**config.mk**
```make
export PLATFORM = sky130hd
export DESIGN_NAME = cscv2_outport
export DESIGN_NICKNAME = d
export VERILOG_FILES = /design/src/rtl/cscv2_outport.sv
export SDC_FILE = /design/constraint.sdc
export NUM_CORES = 1
export LEC_CHECK = 0
export CORE_MARGIN = 8
export CORE_UTILIZATION = 30
export DETAILED_ROUTE_END_ITERATION = 8
export PLACE_DENSITY = 0.55
export SYNTH_ARGS = -nofsm -noshare
export SYNTH_HDL_FRONTEND = slang
export SYNTH_SLANG_ARGS = --single-unit
```
**constraint.sdc**
```tcl
create_clock -name clk -period 3.2 [get_ports clk]
set_clock_uncertainty 0.2 [all_clocks]
set_input_delay 0.64 -clock clk [delete_from_list [all_inputs] [get_ports clk]]
set_output_delay 0.64 -clock clk [all_outputs]
set_load 0.01 [all_outputs]
```
**src/rtl/cscv2_outport.sv**
```systemverilog
`default_nettype none
// ============================================================================
// Module   : cscv2_outport
// Purpose  : Memory-mapped byte output port for the CSCv2 core. Snoops core
//            RAM writes, pairs 4-bit writes to OUT_ADDR into bytes and queues
//            them in a first-word-fall-through FIFO that drains over a
//            valid/ready stream. The core never stalls; drops set overflow.
// Revision : 1.0 - initial release
// ============================================================================
module cscv2_outport #(
    parameter logic [7:0] OUT_ADDR   = 8'hFF,
    parameter logic [7:0] FLUSH_ADDR = 8'hFE,
    parameter int         DEPTH      = 8,
    parameter int         CW         = 4
) (
    input  logic          clk,
    input  logic          reset_n,
    input  logic          ramwrite,
    input  logic [7:0]    address,
    input  logic [3:0]    data,
    output logic [7:0]    out_data,
    output logic          out_valid,
    input  logic          out_ready,
    output logic          pending,
    output logic          full,
    output logic          overflow,
    output logic [CW-1:0] count
);

    // Pointer width; DEPTH is a power of two so pointers wrap on their own.
    localparam int AW = CW - 1;
    localparam logic [CW-1:0] C_DEPTH = CW'(DEPTH);

    // Byte storage, deliberately not reset.
    logic [7:0]    r_mem [DEPTH];

    logic [AW-1:0] r_rd_ptr_q, w_rd_ptr_d;
    logic [AW-1:0] r_wr_ptr_q, w_wr_ptr_d;
    logic [CW-1:0] r_count_q,  w_count_d;
    logic          r_pending_q, w_pending_d;
    logic          r_overflow_q, w_overflow_d;
    logic [3:0]    r_hold_q,   w_hold_d;

    logic          w_capture;
    logic          w_flush;
    logic          w_push_req;
    logic          w_pop;
    logic          w_full;
    logic          w_empty;
    logic          w_push;
    logic          w_drop;
    logic [7:0]    w_wr_byte;

    // Decode the snooped write and decide push/pop/drop for this edge.
    always_comb begin
        w_capture  = ramwrite && (address == OUT_ADDR);
        w_flush    = ramwrite && (address == FLUSH_ADDR);
        w_empty    = (r_count_q == '0);
        w_full     = (r_count_q == C_DEPTH);
        w_pop      = !w_empty && out_ready;
        w_push_req = w_capture && r_pending_q;
        // A full FIFO still takes the byte if a slot frees on the same edge.
        w_push     = w_push_req && (!w_full || w_pop);
        w_drop     = w_push_req && w_full && !w_pop;
        w_wr_byte  = {r_hold_q, data};
    end

    // Next-state for pointers, count, nibble pairing and the sticky flag.
    always_comb begin
        w_rd_ptr_d   = r_rd_ptr_q;
        w_wr_ptr_d   = r_wr_ptr_q;
        w_count_d    = r_count_q;
        w_pending_d  = r_pending_q;
        w_overflow_d = r_overflow_q;
        w_hold_d     = r_hold_q;

        if (w_pop) begin
            w_rd_ptr_d = r_rd_ptr_q + AW'(1);
        end
        if (w_push) begin
            w_wr_ptr_d = r_wr_ptr_q + AW'(1);
        end
        if (w_push && !w_pop) begin
            w_count_d = r_count_q + CW'(1);
        end else if (w_pop && !w_push) begin
            w_count_d = r_count_q - CW'(1);
        end

        if (w_capture) begin
            if (!r_pending_q) begin
                w_hold_d = data;
            end
            w_pending_d = !r_pending_q;
        end

        // Flush and capture target different addresses, so never coincide.
        if (w_flush) begin
            w_pending_d  = 1'b0;
            w_overflow_d = 1'b0;
        end else if (w_drop) begin
            w_overflow_d = 1'b1;
        end
    end

    // Control state register with asynchronous clear.
    always_ff @(posedge clk or negedge reset_n) begin
        if (!reset_n) begin
            r_rd_ptr_q   <= '0;
            r_wr_ptr_q   <= '0;
            r_count_q    <= '0;
            r_pending_q  <= 1'b0;
            r_overflow_q <= 1'b0;
            r_hold_q     <= 4'h0;
        end else begin
            r_rd_ptr_q   <= w_rd_ptr_d;
            r_wr_ptr_q   <= w_wr_ptr_d;
            r_count_q    <= w_count_d;
            r_pending_q  <= w_pending_d;
            r_overflow_q <= w_overflow_d;
            r_hold_q     <= w_hold_d;
        end
    end

    // Storage write on an accepted push.
    always_ff @(posedge clk) begin
        if (w_push) begin
            r_mem[r_wr_ptr_q] <= w_wr_byte;
        end
    end

    // Outputs come only from registered state.
    assign out_valid = !w_empty;
    assign out_data  = w_empty ? 8'h00 : r_mem[r_rd_ptr_q];
    assign pending   = r_pending_q;
    assign full      = w_full;
    assign overflow  = r_overflow_q;
    assign count     = r_count_q;

endmodule
`default_nettype wire

```
==> results.ini <==
[status]
status=complete, no violations

[synthesis]
synthFlopType=edfxtp_1
synth_edf_count=64
ys_ff_latch=80
synth_cell_types=36
yosys.cell_count.top_type=edfxtp_1
yosys.area.top_type=edfxtp_1
ys_seq_area_frac=0.691
synth_area_leaders=edfxtp_1, dfrtp_1, mux4_2, mux2i_1, mux2_2
synth_area_per_cell_um2=18.0
yosysTopAreaCellShare=0.572
synth_nets=209
yosys_warnings=0
ys_top_cells_by_count=edfxtp_1, dfrtp_1, mux4_2
async_flop_share=0.200
netlist_instances=187
synth_area_mm2=0.00336

[floorplanning]
io_pins=32
initial_core_util=0.309
die-area_mm2=0.0148
std_cell_rows=38
die_x_um=122
core_mm2=0.0109
die_h_um=122

[cts]
cts_tree=built
clkSlewWorstSetupHoldPaths_ns=0.08
worstSkewPairLatency_ns=0.34
htree_num_levels=3
clock-sinks=80
post-cts-setup-buffers=0
cts.repair.resized=0
hold_buffers=0
clock_path_buffers=2
clock-root-buffer=clkbuf_8
numCtsBuffers=9

[power_and_ir_drop]
ir_worst_vdd_v=0.000287
p_per_area_mw_per_mm2=748
p_leak_nw=1.48

[grt]
track_usage=0.0960
grt_pass1_wl_mm=10.5
grt-ovfl-total=0
antenna_found_initial=0
grt_pass1_vias=1908
grt_max_degree=19

[place]
io_buffer_count=31
gp_congestion=0.700
hpwl_mm=4.23

[timing]
fin_crit_ns=2.99
timing.hold.ws_ns=0.318
hold_violations=0
slew_headroom=0.475
clock.fmax_ghz=0.335
finalSetupViolations=0
fin_crit_sh=0.933
drv_slew=0
rsz0062_at_grt=false
worstMarginPinSlew_ns=0.785
setup_tns_ns=0

[route]
drtPass1Iterations=6
post_drt_via_cell_ratio=4.52
wl_mm=6.53
drc=0
drtIter0Drc=128
vias=1743
wl_per_cell_um=16.9
antenna_left=0

[setup_path]
crit_path_end_kind=primary output
worstSetupPathType=reg -> out
start_kind=flip-flop
worst-path-max-fanout=18
arrival_ns=2.15
critPathRequiredTime_ns=2.36

[job]
maxCapViolCount=0

[final_layout]
nets=263
seqCellArea_mm2=0.00232
nFillCells=996
num_antenna_cells=0
multi_input_area_um2=966
syn2layout_area_growth_pct=24.2
post_route_cells_drive_above_1_share=0.260

[worst_hold_path]
hold_path_class=reg -> reg

state kept, by name, indices dropped and copies added, names as in the netlist:
| name | flops |
|---|---|
| r_mem | 64 |
| r_wr_ptr_q | 3 |
| count | 4 |
| r_hold_q | 4 |
| pending | 1 |
| r_rd_ptr_q | 3 |
| overflow | 1 |
per-layer routing:
| layer | part of all wire | up-vias | GRT usage |
|---|---|---|---|
| li1 | - | 843 | - |
| met1 | 0.43 | 864 | 0.115 |
| met2 | 0.52 | 30 | 0.159 |
| met3 | 0.032 | 6 | 0.0241 |
| met4 | 0.014 | 0 | 0.0463 |
| met5 | 0 | - | 0 |
critical path, stage by stage, from the launching register on:
cell             delay (ns)
dfrtp_1                0.38
buf_12                 0.20
mux4_2                 0.51
mux2i_1                0.16
nor2_1                 0.07
clkdlybuf4s50_1        0.48
cells in the final DEF (no fill, tap or decap), drive strengths merged:
cell	count
a21o	1
xnor2	6
a21oi	1
edfxtp	64
and2	2
nand2b	1
mux2	7
clkbuf	9
nand2	5
or3b	1
buf	19
mux2i	9
fa	1
and3b	1
nand3	3
dfrtp	16
nor4	1
nor3	7
o31ai	1
a41oi	1
nand3b	1
o21ai	3
nand4	5
nand4b	1
a2111oi	1
clkdlybuf4s50	31
inv	7
bufinv	2
clkinvlp	2
mux4	16
nor2	16
ha	5
layout make-up:
type                       count  share of cell area
tap                          140              0.0420
inverter                       4             0.00420
timing repair buffer          50               0.112
sequential                    80               0.557
clock buffer                   9              0.0297
multi-input combinational     96               0.232
clock inverter                 7              0.0243
through the flow:
step / utilization / power (mW) / cell area [um2] / setup slack [ns] / instances
after global placement: 0.362 / 2.36 / 3950 / 0.111 / 370
after CTS: 0.383 / 3.20 / 4170 / 0.150 / 386
after detailed placement: 0.362 / 2.36 / 3950 / 0.0383 / 370
after global routing: 0.383 / 3.30 / 4170 / 0.0579 / 386
after floorplan: - / 1.95 / 3360 / 0.367 / 187
final: 0.383 / 3.12 / 4170 / 0.214 / 386
logic make-up after synthesis:
group | synth area share
and+or+nand+nor | 0.0726
DFF | 0.691
AOI/OAI and AO/OA | 0.0160
buffers and inverters | 0.0212
adders and majority gates | 0.0246
xor gates and xnor gates | 0.0156
muxes | 0.159
where the power goes:
part / switching [mW] / internal (mW)
sequential: 0.111 / 1.17
combinational: 0.418 / 0.602
clock: 0.371 / 0.447
path summary, 6_finish.rpt:
kind	from	end	slack, ns	cells past startpoint
max reg2reg	count[0]	count[3]	0.54	10
min	r_wr_ptr_q[2]	r_wr_ptr_q[2]	0.32	1
min in group asynchronous	reset_n	count[2]	0.55	1
max in group asynchronous	reset_n	r_hold_q[3]	1.76	1
max	r_rd_ptr_q[0]	out_data[7]	0.21	5
min reg2reg	r_wr_ptr_q[2]	r_wr_ptr_q[2]	0.32	1
No activity file was read; power rests on OpenSTA's default activity.
